## src/rtl/kernel_b_stream_ctrl.sv

```systemverilog
// kernel_b_stream_ctrl: job sequencing and flow gating around a streaming kernel.
// Limits items in flight inside the kernel and counts items in and out.
module kernel_b_stream_ctrl #(
    parameter int CNTW    = 32,
    parameter int MAXINFL = 8
) (
    input  logic            clk,
    input  logic            rst,
    input  logic            start,
    input  logic            abort,
    input  logic [CNTW-1:0] nitems,
    output logic            busy,
    output logic            done,
    output logic [CNTW-1:0] in_cnt,
    output logic [CNTW-1:0] out_cnt,
    input  logic            src_valid,
    output logic            src_ready,
    output logic            k_ivalid,
    input  logic            k_iready,
    input  logic            k_ovalid,
    output logic            k_oready,
    output logic            snk_valid,
    input  logic            snk_ready
);
    localparam logic [1:0] IDLE  = 2'd0;
    localparam logic [1:0] RUN   = 2'd1;
    localparam logic [1:0] DRAIN = 2'd2;
    localparam logic [1:0] DONE  = 2'd3;
    localparam logic [7:0] MAX_INFL = 8'(MAXINFL);

    logic [1:0]      state;
    logic [CNTW-1:0] n_lat;
    logic [7:0]      inflight;
    logic            gate_in, gate_out, in_acc, out_acc, in_last, out_last;

    always_comb begin
        gate_in   = (state == RUN) && (in_cnt < n_lat) && (inflight < MAX_INFL);
        gate_out  = (state == RUN) || (state == DRAIN);
        k_ivalid  = src_valid & gate_in;
        src_ready = k_iready & gate_in;
        snk_valid = k_ovalid & gate_out;
        k_oready  = snk_ready & gate_out;
        in_acc    = k_ivalid & k_iready;
        out_acc   = snk_valid & snk_ready;
        in_last   = in_acc && (in_cnt + CNTW'(1) == n_lat);
        out_last  = out_acc && (out_cnt + CNTW'(1) == n_lat);
        busy      = gate_out;
        done      = (state == DONE);
    end

    always_ff @(posedge clk) begin
        if (rst) begin
            state    <= IDLE;
            n_lat    <= '0;
            in_cnt   <= '0;
            out_cnt  <= '0;
            inflight <= '0;
        end else if (gate_out && abort) begin
            state <= IDLE;
        end else begin
            if (in_acc) in_cnt <= in_cnt + CNTW'(1);
            if (out_acc) out_cnt <= out_cnt + CNTW'(1);
            if (in_acc != out_acc) inflight <= in_acc ? inflight + 8'd1 : inflight - 8'd1;
            case (state)
                IDLE: if (start) begin
                    n_lat    <= nitems;
                    in_cnt   <= '0;
                    out_cnt  <= '0;
                    inflight <= '0;
                    state    <= (nitems == '0) ? DONE : RUN;
                end
                // a zero-latency kernel can finish the last item in the same cycle it enters
                RUN:     state <= out_last ? DONE : in_last ? DRAIN : RUN;
                DRAIN:   state <= out_last ? DONE : DRAIN;
                default: state <= IDLE;
            endcase
        end
    end
endmodule

```

## config.mk

```make
export PLATFORM = sky130hd
export DESIGN_NAME = kernel_b_stream_ctrl
export DESIGN_NICKNAME = d
export VERILOG_FILES = /design/src/rtl/kernel_b_stream_ctrl.sv
export SDC_FILE = /design/constraint.sdc
export NUM_CORES = 1
export LEC_CHECK = 0
export ABC_AREA = 1
export BUFFER_PORTS_ARGS = -buffer_cell sky130_fd_sc_hd__buf_2
export CAP_MARGIN = 20
export CORE_MARGIN = 1
export CORE_UTILIZATION = 60
export CTS_CLUSTER_SIZE = 30
export DETAILED_ROUTE_END_ITERATION = 6
export PLACE_DENSITY = 0.9
export SYNTH_ARGS = -nofsm -noshare
export SYNTH_HDL_FRONTEND = slang
export SYNTH_SLANG_ARGS = --single-unit
export TNS_END_PERCENT = 100
```

## constraint.sdc

```tcl
create_clock -name clk -period 4.8 [get_ports clk]
set_input_delay 1.44 -clock clk [delete_from_list [all_inputs] [get_ports clk]]
set_output_delay 1.44 -clock clk [all_outputs]
set_load 0.03 [all_outputs]
```

# Yosys cells after proc, flatten, opt, wreduce, memory -nomap -nowiden
# Index checks and enable logic that the tools add are counted.
# word_totals
regBits,106
input_bits,40
output_inout_bits,70
# op_classes
add_sub_neg,4
magnitude_cmp,2
eq_ne,7
mux,16
bitwise,7
reduce_logical,10
# ops
op,n
32-bit 2-to-1 mux,6
32-bit by 1-bit adder with 32-bit output (second input constant),2
32-bit equality test,2
32-bit logical NOT,1
32-bit < comparator,1
8-bit 2-to-1 mux,4
8-bit by 1-bit adder with 8-bit output (second input constant),1
8-bit by 4-bit < comparator with 1-bit output (second input constant),1
2-bit 2-to-1 mux,4
8-bit by 1-bit subtractor with 8-bit output (second input constant),1
1-bit AND,6
2-bit case mux with 3 select lines,1
1-bit logical AND,5
2-bit equality test (second input constant),2
3-bit AND reduction,1
2-bit by 1-bit equality test with 1-bit output (second input constant),1
2-bit logical NOT,1
2-bit != test (second input constant),1
2-bit OR reduction,1
1-bit logical OR,1
1-bit 2-to-1 mux,1
1-bit != test,1
1-bit inverter,1

# Depth between registers and ports, before layout
# Gate-level depths: netlist of run 1.
# depth
ltp_word,9
mapped_depth,28
depth_no_buf,27

# Worst setup path before layout of run 1
# No wires, ideal clock.
# synth_path
kind,flip-flop to flip-flop
from,register in_cnt[0]
to,register inflight[7]
setup_ns,0.115
t_arrival_ns,3.664
t_required_ns,4.685
setup_slack_ns,1.020
path_stages_with_launch,28
path_buffers,1
period_less_slack_ns,3.780
path_cell_list,dfxtp_1 inv_1 ha_1 o21bai_1 nand2_1 nand2_1 nand2_1 nand2_1 nand2_1 nand2_1 nand2_1 nand2_1 a21oi_1 nand3_1 clkbuf_1 ha_1 a21oi_1 nand2_1 a21oi_1 o21bai_1 nand2_1 nand2_1 a21oi_1 nand3_1 o21ai_0 nand3_1 nand2_1 nor2_1
# synth_between
elab_chain_len,9
word_cells_on_any_way,10
# synth_rtl
element,line_no,text
start: declaration,14,"output logic [CNTW-1:0] in_cnt,"
start signal: assignment,61,if (in_acc) in_cnt <= in_cnt + CNTW'(1);
32-bit < comparator *,37,gate_in = (state == RUN) && (in_cnt < n_lat) && (inflight < MAX_INFL);
1-bit logical AND * (2 in a row),37,
1-bit AND *,39,k_ivalid = src_valid & gate_in;
1-bit AND *,43,in_acc = k_ivalid & k_iready;
8-bit 2-to-1 mux / 1-bit != test (equally long branches),63,if (in_acc != out_acc) inflight <= in_acc ? inflight + 8'd1 : inflight - 8'd1;
8-bit 2-to-1 mux *,63,
8-bit 2-to-1 mux,65,IDLE: if (start) begin
8-bit 2-to-1 mux *,64,case (state)
end signal: assignment,63,
end: declaration,33,logic [7:0] inflight;
# Every way passes the cells marked *; elsewhere a longest branch is shown, timed or not.
# A chain may end at the register's enable or synchronous reset.

# Worst setup path after layout of run 1
# layout_path
from,register in_cnt[0]
to,output port k_ivalid
# layout_between
elab_chain_len,4
# layout_rtl
element,line_no,text
32-bit < comparator,37,
1-bit logical AND (2 in a row),37,
1-bit AND,39,
end: declaration,18,"output logic k_ivalid,"
# Every way passes these cells.

==> flow_metrics.env, run 1 <==
export IMPL_status="finished, violations left"
export IMPL_violations="design-rule violations"
export IMPL_start_util_pct=61.6
export IMPL_max_slew_margin_pct=36.2
export IMPL_grt_usage_pct=41.0
export IMPL_finalMaxSlewViolations=0
export IMPL_root_buffer="clkbuf_16"
export IMPL_first_global_vias=9948
export IMPL_cts_sinks=106
export IMPL_cts_tree="done"
export IMPL_critPathRequiredTime_ns=3.36
export IMPL_fin_nets=1736
export IMPL_postRouteAntennaNets=0
export IMPL_skew_ns=0.0153
export IMPL_crit_path_start_kind="register"
export IMPL_rsz0062_at_grt="no"
export IMPL_period_needed_ns=3.95
export IMPL_htreeDepth=3
export IMPL_fp_coreArea_mm2=0.0146
export IMPL_antenna_found_initial=0
export IMPL_dpl_hpwl_um=24500
export IMPL_cts_buffers=9
export IMPL_clk_latency_ns=0.37
export IMPL_grt_pass1_wl_um=50800
export IMPL_die_area_mm2=0.0155
export IMPL_routed_wire_length_per_instance_um=17.2
export IMPL_setup_viol=0
export IMPL_syn_avg_cell_area_um2=5.76
export IMPL_synth_seq_area_share_pct=23.6
export IMPL_leakagePower_nw=4.70
export IMPL_synth_edff_count=0
export IMPL_fp_dieH_um=124
export IMPL_synth_area_mm2=0.00898
export IMPL_fmax_mhz=253
export IMPL_drc_errors=9
export IMPL_fin_tns_setup_ns=0
export IMPL_post_cts_setup_buffers=0
export IMPL_netlist_instances=1558
export IMPL_tightest_slew_ns=0.957
export IMPL_drive_gt1_share_pct=10.8
export IMPL_post_synth_top_area_cell="dfxtp_1"
export IMPL_yosys_warnings=0
export IMPL_fillers=1290
export IMPL_powerDensity_mw_per_mm2=241
export IMPL_hold_viol_final=0
export IMPL_drtIter0Drc=1819
export IMPL_ctsResizeCount=0
export IMPL_crit_path_end_kind="primary output"
export IMPL_vias=11200
export IMPL_numPortBuffers=109
export IMPL_die_w_um=124
export IMPL_grt_max_degree=51
export IMPL_cp_arrival_ns=2.51
export IMPL_synth_cell_type_count=44
export IMPL_maxCapViolCount=0
export IMPL_ys_ff_latch=106
export IMPL_multi_input_area_mm2=0.00603
export IMPL_netlist_top_cells_area="dfxtp_1 24%, nand2_1 22%, nand3_1 8.0%"
export IMPL_wl_um=31700
export IMPL_routabilityCongestion=1.03
export IMPL_grt_overflow_total=0
export IMPL_ff_latch_area_mm2=0.00212
export IMPL_diodes=0
export IMPL_min_period_over_period_pct=82.2
export IMPL_cts_hold_buf=0
export IMPL_clkSlewWorstSetupHoldPaths_ns=0.08
export IMPL_clockBufferDepth=2
export IMPL_hold_slack_ns=0.496
export IMPL_synthArstFlopShare_pct=0
export IMPL_drt_pass1_iterations=7
export IMPL_io_pin_count=110
export IMPL_cp_max_fo=9
export IMPL_irDropWorstVdd_uv=176
export IMPL_min_path_type="reg2reg"
export IMPL_synth_flop_cell="dfxtp_1"
export IMPL_viasPerCell=6.08
export IMPL_syn_nets=1643
export IMPL_path_class="reg2out"
export IMPL_syn_to_final_growth_pct=11.0
export IMPL_synth_top_area_share_pct=23.6
export IMPL_rows=44
export IMPL_power_mw=2.40
-- state kept, by name (all words and copies together) (netlist names) --
register and flops:
state 2, inflight 8, out_cnt 32, in_cnt 32, n_lat 32
-- area by class of cell --
type / count / share of cell area, %
Inverter: 182 / 6.85
Clock inverter: 6 / 0.515
Sequential cell: 106 / 21.3
Multi-Input combinational cell: 1232 / 60.5
Tap cell: 184 / 2.31
Clock buffer: 9 / 2.26
Timing Repair Buffer: 120 / 6.30
-- stage by stage --
step | utilization [%] | area, um^2 | worst slack [ns] | cells
CTS | 68.3 | 9970 | 0.881 | 1839
global placement | 66.4 | 9690 | 1.16 | 1824
floorplan | - | 8980 | 1.02 | 1558
detailed placement | 66.4 | 9690 | 1.07 | 1824
finish | 68.3 | 9970 | 0.852 | 1839
global route | 68.3 | 9970 | 0.573 | 1839
-- where the power goes --
| group | switching [mW] | total (mW) | internal [mW] |
|---|---|---|---|
| logic | 0.444 | 0.662 | 0.218 |
| registers | 0.0764 | 1.00 | 0.927 |
| clock network | 0.378 | 0.735 | 0.357 |
-- synthesized netlist by cell type (all sizes together) (13+ instances only) --
cell and n:
ha 44, clkbuf 33, dfxtp 106, a22oi 17, nor2 183, a211oi 16, inv 181, nand2 543
nand3 145, o21ai 87, nand4 13, a21oi 120
-- final timing paths --
path	startpoint	endpoint	slack [ns]	cells past startpoint
min reg2reg	inflight[2]$_SDFFE_PP0N_	inflight[2]$_SDFFE_PP0N_	0.50	2
max	in_cnt[0]$_SDFFE_PP0N_	k_ivalid	0.85	14
max reg2reg	n_lat[9]$_SDFFE_PP0P_	inflight[7]$_SDFFE_PP0N_	0.93	25
min	inflight[2]$_SDFFE_PP0N_	inflight[2]$_SDFFE_PP0N_	0.50	2
-- cell families after synthesis --
group	Yosys count	share of synthesized area [%]
AOI/OAI and AO/OA	267	16.7
DFF	106	23.6
xor gates and xnor gates	10	0.975
adders and majority gates	45	6.35
buffers and inverters	220	9.25
and+or+nand+nor	910	43.1
-- cells in the final DEF (no fill, tap or decap), types with 3 or more instances in the layout --
cell	n
nand2_1	531
inv_1	177
nor2_1	161
nand3_1	144
a21oi_1	119
buf_2	109
dfxtp_1	106
o21ai_0	86
ha_1	44
a22oi_1	17
a211oi_1	16
nand4_1	13
nor2_2	11
buf_4	11
o211ai_1	10
nand2_2	10
nor4_1	9
nor2_4	9
clkbuf_16	9
nor3_1	6
a221oi_1	6
xnor2_1	5
xor2_1	5
o21bai_1	4
inv_2	4
nand3b_1	4
clkinv_4	3
-- layer usage --
layer  wire length (um)  track usage (%)  vias up
met3               4400             8.12      132
met4               1730             20.7        0
li1                   -                -     5289
met1              12500             56.2     4919
met5                  0                0        -
met2              13000             60.8      850
-- worst max-delay path, stage by stage (launching register included) --
cell and delay, ns:
dfxtp_1 0.53, inv_1 0.22, ha_1 0.25, o21bai_1 0.14
nand2_1 0.07, nand2_1 0.06, nand2_1 0.04, nand2_1 0.07
nand2_1 0.05, nand2_1 0.11, nand2_1 0.06, nand2_1 0.13
nand2_1 0.09, nor3b_1 0.15, buf_2 0.17
(Power assumes the default switching activity.)
==> inputs of run 2 (changes only) <==
Settings changed: ABC_AREA 1 to 0, CORE_UTILIZATION 60 to 59, PLACE_DENSITY 0.9 to 0.89.
Clock period 4.8 ns to 3.97 ns, I/O delays scaled along.
==> run 2 against run 1 <==
  * Core utilization grew 4.9 points
  * Power grew 27%
  * Critical path depth grew 4
  * Die area shrank 7.0%
  * Synthesized area shrank 8.7%
  * The run still ends with design-rule violations left
==> flow_metrics.env, run 2 <==
export IMPL_status="finished, violations left"
export IMPL_violations="design-rule violations"
export IMPL_synth_top_area_share_pct=25.9
export IMPL_crit_family="compound AO/OA/AOI/OAI gates"
export IMPL_finalMaxSlewViolations=0
export IMPL_clk_latency_ns=0.37
export IMPL_irDropWorstVdd_uv=333
export IMPL_start_util_pct=61.2
export IMPL_mostFrequentLayoutCell="nand2_1"
export IMPL_drt_pass1_iterations=7
export IMPL_routabilityCongestion=0.992
export IMPL_wl_um=28700
export IMPL_die_w_um=120
export IMPL_first_global_vias=8294
export IMPL_dp_cells=1391
export IMPL_synth_top_cells_by_count="134 x nand2_1, 106 x dfxtp_1, 99 x a21oi_1"
export IMPL_min_period_over_period_pct=97.0
export IMPL_fp_dieH_um=120
export IMPL_hold_viol_final=0
export IMPL_synth_flop_cell="dfxtp_1"
export IMPL_path_cells="inv_1 > ha_4 > nor2b_4 > o211ai_1 > a2111o_1 > a31oi_1 > o311a_2 > or3_4 > buf_6 > ha_4 > a21oi_2 > o21bai_1 > a21oi_2 > nor2_1 > a211oi_2 > or3_4 > a21oi_4 > mux2_4"
export IMPL_synth_most_common_cell="nand2_1"
export IMPL_min_path_type="reg2reg"
export IMPL_drtIter0Drc=1366
export IMPL_synth_cell_type_count=83
export IMPL_stdcell_count=1409
export IMPL_slowest_stage="or3_4"
export IMPL_max_slew_margin_pct=31.6
export IMPL_post_synth_top_area_cell="dfxtp_1"
export IMPL_viasPerCell=6.57
export IMPL_grt_pass1_wl_um=43400
export IMPL_vias=9263
export IMPL_routed_wire_length_per_instance_um=20.4
export IMPL_synth_area_mm2=0.00820
export IMPL_powerDensity_mw_per_mm2=311
export IMPL_synth_edff_count=0
export IMPL_cts_tree="done"
export IMPL_netlist_instances=1083
export IMPL_drive_gt1_share_pct=22.9
export IMPL_cts_buffers=9
export IMPL_grt_max_degree=54
export IMPL_syn_nets=1168
export IMPL_leakagePower_nw=4.00
export IMPL_power_mw=3.06
export IMPL_clkSlewWorstSetupHoldPaths_ns=0.07
export IMPL_critPathRequiredTime_ns=4.23
export IMPL_maxCapViolCount=0
export IMPL_cp_max_fo=4
export IMPL_synthArstFlopShare_pct=0
export IMPL_layout_common_cells="134 x nand2_1, 109 x buf_2, 97 x dfxtp_1, 95 x a21oi_1, 93 x buf_4"
export IMPL_tightest_slew_ns=1.02
export IMPL_fillers=1063
export IMPL_rows=42
export IMPL_fin_util_pct=73.3
export IMPL_antenna_found_initial=0
export IMPL_io_pin_count=110
export IMPL_numPortBuffers=109
export IMPL_diodes=0
export IMPL_root_buffer="clkbuf_16"
export IMPL_die_area_mm2=0.0144
export IMPL_cpPeakStageDelay_ns=0.38
export IMPL_yosys_warnings=0
export IMPL_crit_path_start_kind="register"
export IMPL_drc_errors=13
export IMPL_postRouteAntennaNets=0
export IMPL_cp_arrival_ns=4.11
export IMPL_netlist_top_cells_area="dfxtp_1 26%, xnor2_1 7.2%, ha_1 6.7%"
export IMPL_cts_sinks=106
export IMPL_grt_usage_pct=39.2
export IMPL_stdcell_area_mm2=0.00982
export IMPL_period_needed_ns=3.85
export IMPL_syn_avg_cell_area_um2=7.57
export IMPL_skew_ns=0.00720
export IMPL_place_area_mm2=0.00937
export IMPL_fp_coreArea_mm2=0.0134
export IMPL_grt_overflow_total=0
export IMPL_syn_to_final_growth_pct=19.8
export IMPL_reg_largest_list="in_cnt x32, n_lat x32, out_cnt x32"
export IMPL_crit_path_end_kind="register"
export IMPL_setup_viol=0
export IMPL_path_class="reg2reg"
export IMPL_crit_buf_inv=2
export IMPL_ys_ff_latch=106
export IMPL_clockBufferDepth=2
export IMPL_dpl_hpwl_um=21200
export IMPL_fin_nets=1313
export IMPL_synth_seq_area_share_pct=25.9
export IMPL_htreeDepth=3
export IMPL_fmax_mhz=260
-- run 2: tightest hold or removal path: stages, from the launching register on --
cell and delay, ns:
dfxtp_1 0.34, nand2_1 0.06, a21oi_1 0.05
-- run 2: timing repair --
item                                    CTS  global route
pin swaps                                 0            13
hold buffers                              0             0
gates resized for setup                   1            17
setup buffers                             0             2
endpoints found under the setup margin    1             3
-- run 2: path summary, 6_finish.rpt --
kind	depth (start not counted)	from	end	slack (ns)
setup / recovery	18	n_lat[1]$_SDFFE_PP0P_	inflight[7]$_SDFFE_PP0N_	0.12
hold / removal	2	out_cnt[1]$_SDFFE_PP0N_	out_cnt[1]$_SDFFE_PP0N_	0.51
setup reg to reg	18	n_lat[1]$_SDFFE_PP0P_	inflight[7]$_SDFFE_PP0N_	0.12
hold reg to reg	2	out_cnt[1]$_SDFFE_PP0N_	out_cnt[1]$_SDFFE_PP0N_	0.51
-- run 2: metrics by stage --
step            TNS, ns  worst slack (ns)  hold WS, ns
2_1_floorplan         0          0.000195        0.456
3_3_place_gp          0             0.129        0.485
3_5_place_dp   -0.00485          -0.00485        0.477
4_1_cts               0           0.00710        0.499
5_1_grt         -0.0803           -0.0791        0.537
6_report              0             0.121        0.505
-- run 2: report_power, final --
| part | internal [mW] | switching, mW | leakage (nW) | total (mW) |
|---|---|---|---|---|
| combinational | 0.359 | 0.563 | 2.98 | 0.922 |
| sequential | 1.10 | 0.0315 | 0.863 | 1.14 |
| clock | 0.560 | 0.438 | 0.162 | 0.998 |
-- run 2: cell type report --
| type | instances | area, um^2 | area share, % |
|---|---|---|---|
| clock buffer | 13 | 280 | 2.85 |
| clock inverter | 3 | 43.8 | 0.446 |
| inverter | 44 | 165 | 1.68 |
| multi-input combinational | 863 | 5700 | 58.1 |
| sequential | 106 | 2130 | 21.7 |
| tap | 176 | 220 | 2.24 |
| timing repair buffer | 204 | 1270 | 13.0 |
-- run 2: layer usage --
| metal | GRT usage, % | wire [um] |
|---|---|---|
| met3 | 8.13 | 3360 |
| met4 | 21.1 | 1560 |
| met1 | 51.1 | 11100 |
| met5 | 0 | 0 |
| met2 | 60.5 | 12700 |
-- run 2: kinds of logic (layout without fill, tap and decap cells) --
kind of cell	count (synthesis)	after routing	synth area share (%)
xor+xnor	101	101	10.8
compound gates	246	246	19.0
fa+ha+maj	45	45	6.96
buf+inv	114	264	6.03
mux	9	9	1.16
simple gates	462	462	30.2
flops	106	106	25.9
==> inputs of run 3 (changes only) <==
Settings changed: BUFFER_PORTS_ARGS -buffer_cell sky130_fd_sc_hd__buf_2 to unset, CORE_UTILIZATION 59 to 60, DONT_BUFFER_PORTS set to 1, PLACE_DENSITY 0.89 to 0.84, RECOVER_POWER set to 50.
==> run 3 against run 2 <==
  * The flow finishes with violations (max-capacitance violations, max-slew violations)
  * Register-to-register slack better by 0.03 ns
  * Power is 3.9% lower
  * First-iteration DRC count decreased by 9.5%
  * Global-route usage is 0.46 points higher
  * Clock power shrank 4.0%
  * Maximum frequency rose by 0.92%
  * Via count is 4.2% lower
  * Worst hold slack worse by 0.00099 ns
  * Critical path type unchanged
==> flow_metrics.env, run 3 (synthesis gave the netlist of run 2 again) <==
export IMPL_postRouteAntennaNets=0
export IMPL_grt_max_degree=82
export IMPL_numPortBuffers=0
export IMPL_die_w_um=119
export IMPL_max_slew_margin_pct=-4.10
export IMPL_netSwitchingPower_mw=0.984
export IMPL_drt_pass1_iterations=6
export IMPL_violations="max-capacitance violations, max-slew violations"
export IMPL_min_period_over_period_pct=96.1
export IMPL_clk_latency_ns=0.37
export IMPL_critPathRequiredTime_ns=4.22
export IMPL_antenna_found_initial=0
export IMPL_place_ws_ns=-0.0681
export IMPL_rows=42
export IMPL_cts_tree="done"
export IMPL_mostFrequentLayoutCell="nand2_1"
export IMPL_irDropWorstVdd_uv=304
export IMPL_leakagePower_nw=3.37
export IMPL_cp_max_fo=5
export IMPL_drc_errors=0
export IMPL_swShare_pct=33.5
export IMPL_fp_dieH_um=119
export IMPL_finalMaxSlewViolations=34
export IMPL_syn_to_final_growth_pct=12.4
export IMPL_routed_wire_length_per_instance_um=21.1
export IMPL_stdcell_count=1323
export IMPL_htreeDepth=3
export IMPL_fin_tns_setup_ns=0
export IMPL_drtIter0Drc=1236
export IMPL_p_clk_share_pct=32.6
export IMPL_dpl_hpwl_um=20900
export IMPL_slowest_stage="or3_4"
export IMPL_viasPerCell=6.71
export IMPL_min_path_type="reg2reg"
export IMPL_combPwrFrac_pct=28.9
export IMPL_io_pin_count=110
export IMPL_layout_common_cells="134 x nand2_1, 96 x dfxtp_1, 95 x a21oi_1, 86 x nor2_1, 75 x buf_4"
export IMPL_routabilityCongestion=1.00
export IMPL_grt_usage_pct=39.6
export IMPL_status="finished, violations left"
export IMPL_diodes=0
export IMPL_clockBufferDepth=2
export IMPL_post_cts_setup_buffers=0
export IMPL_tightest_slew_ns=1.56
export IMPL_vias=8872
export IMPL_path_class="reg2reg"
export IMPL_dp_cells=1307
export IMPL_die_area_mm2=0.0141
export IMPL_first_global_vias=8357
export IMPL_reg_largest_list="in_cnt x32, n_lat x32, out_cnt x32"
export IMPL_maxCapViolCount=1
export IMPL_fp_coreArea_mm2=0.0133
export IMPL_crit_path_end_kind="register"
export IMPL_seq_power_share_pct=38.5
export IMPL_crit_path_start_kind="register"
export IMPL_start_util_pct=61.7
export IMPL_fmax_mhz=262
export IMPL_period_needed_ns=3.81
export IMPL_wl_um=28000
export IMPL_root_buffer="clkbuf_16"
export IMPL_grt_pass1_wl_um=43900
export IMPL_cts_sinks=106
export IMPL_path_cells="inv_1 > ha_1 > nor2b_1 > o211ai_1 > a2111o_1 > a31oi_1 > o311a_2 > or3_4 > buf_4 > ha_1 > inv_1 > o21bai_1 > a21oi_2 > nor2_1 > a211oi_2 > or3_1 > a21oi_2 > mux2_4"
export IMPL_setup_viol=0
export IMPL_cp_arrival_ns=4.06
export IMPL_skew_ns=0.00934
export IMPL_cts_buffers=9
export IMPL_hold_viol_final=0
export IMPL_clkSlewWorstSetupHoldPaths_ns=0.08
export IMPL_grt_overflow_total=0
export IMPL_fin_ws_ns=0.156
export IMPL_intPower_mw=1.95
export IMPL_cpPeakStageDelay_ns=0.37
export IMPL_fin_nets=1227
export IMPL_power_mw=2.94
export IMPL_powerDensity_mw_per_mm2=319
export IMPL_drive_gt1_share_pct=13.0
run 3: cell types whose count changed in the layout (fill, tap and decap cells not counted), moves of 2 or more:
cell | before | now
clkbuf_1 | 0 | 44
clkinvlp_4 | 0 | 2
buf_2 | 109 | 0
clkbuf_8 | 4 | 2
buf_4 | 93 | 75
run 3: layer usage:
metal / track usage, % / part of all wire [%] / routed length (um)
met2: 62.6 / 44 / 12400
met4: 18.8 / 4.9 / 1380
met3: 7.95 / 11 / 3200
met5: 0 / 0 / 0
met1: 51.8 / 39 / 11000
run 3: power by group through the flow:
stage	registers [mW]	logic, mW	clock network, mW
6_report	1.13	0.850	0.958
5_1_grt	1.14	0.908	0.995
4_1_cts	1.13	0.817	0.958
3_5_place_dp	1.15	0.803	0
3_3_place_gp	1.15	0.784	0
2_1_floorplan	1.16	0.537	0
run 3: per-stage QoR:
| step | hold slack [ns] | instance area [um^2] | utilization [%] |
|---|---|---|---|
| global route | 0.527 | 9210 | 69.3 |
| finish | 0.504 | 9210 | 69.3 |
| CTS | 0.498 | 9310 | 70.1 |
| floorplan | 0.456 | 8220 | - |
| global placement | 0.481 | 9000 | 67.7 |
| detailed placement | 0.480 | 9000 | 67.7 |
run 3: layout make-up:
| cell class | count | area, um^2 |
|---|---|---|
| Clock inverter | 4 | 50.0 |
| Multi-Input combinational cell | 863 | 5660 |
| Clock buffer | 12 | 256 |
| Sequential cell | 106 | 2130 |
| Timing Repair Buffer | 118 | 724 |
| Fill cell | 1161 | 4080 |
| Inverter | 44 | 165 |
| Tap cell | 176 | 220 |
run 3: worst max-delay path, delay by kind of cell, from the launching register on:
kind,cells,cell delay (ns)
simple gates,4,0.93
flops,1,0.33
mux,1,0.31
fa+ha+maj,2,0.56
compound gates,8,1.29
buf+inv,3,0.27
run 3: path summary, 6_finish.rpt:
path                                   end  depth (start not counted)  slack, ns                      from
setup / recovery  inflight[7]$_SDFFE_PP0N_                         18       0.16     n_lat[1]$_SDFFE_PP0P_
hold / removal    inflight[2]$_SDFFE_PP0N_                          1       0.50  inflight[2]$_SDFFE_PP0N_
setup reg to reg  inflight[7]$_SDFFE_PP0N_                         18       0.16     n_lat[1]$_SDFFE_PP0P_
hold reg to reg   inflight[2]$_SDFFE_PP0N_                          1       0.50  inflight[2]$_SDFFE_PP0N_
run 3: repair_timing:
item | in CTS | in global routing
setup endpoints to repair | 1 | 3
hold buffers | 0 | 0
pin swaps | 0 | 12
resized for setup | 2 | 11
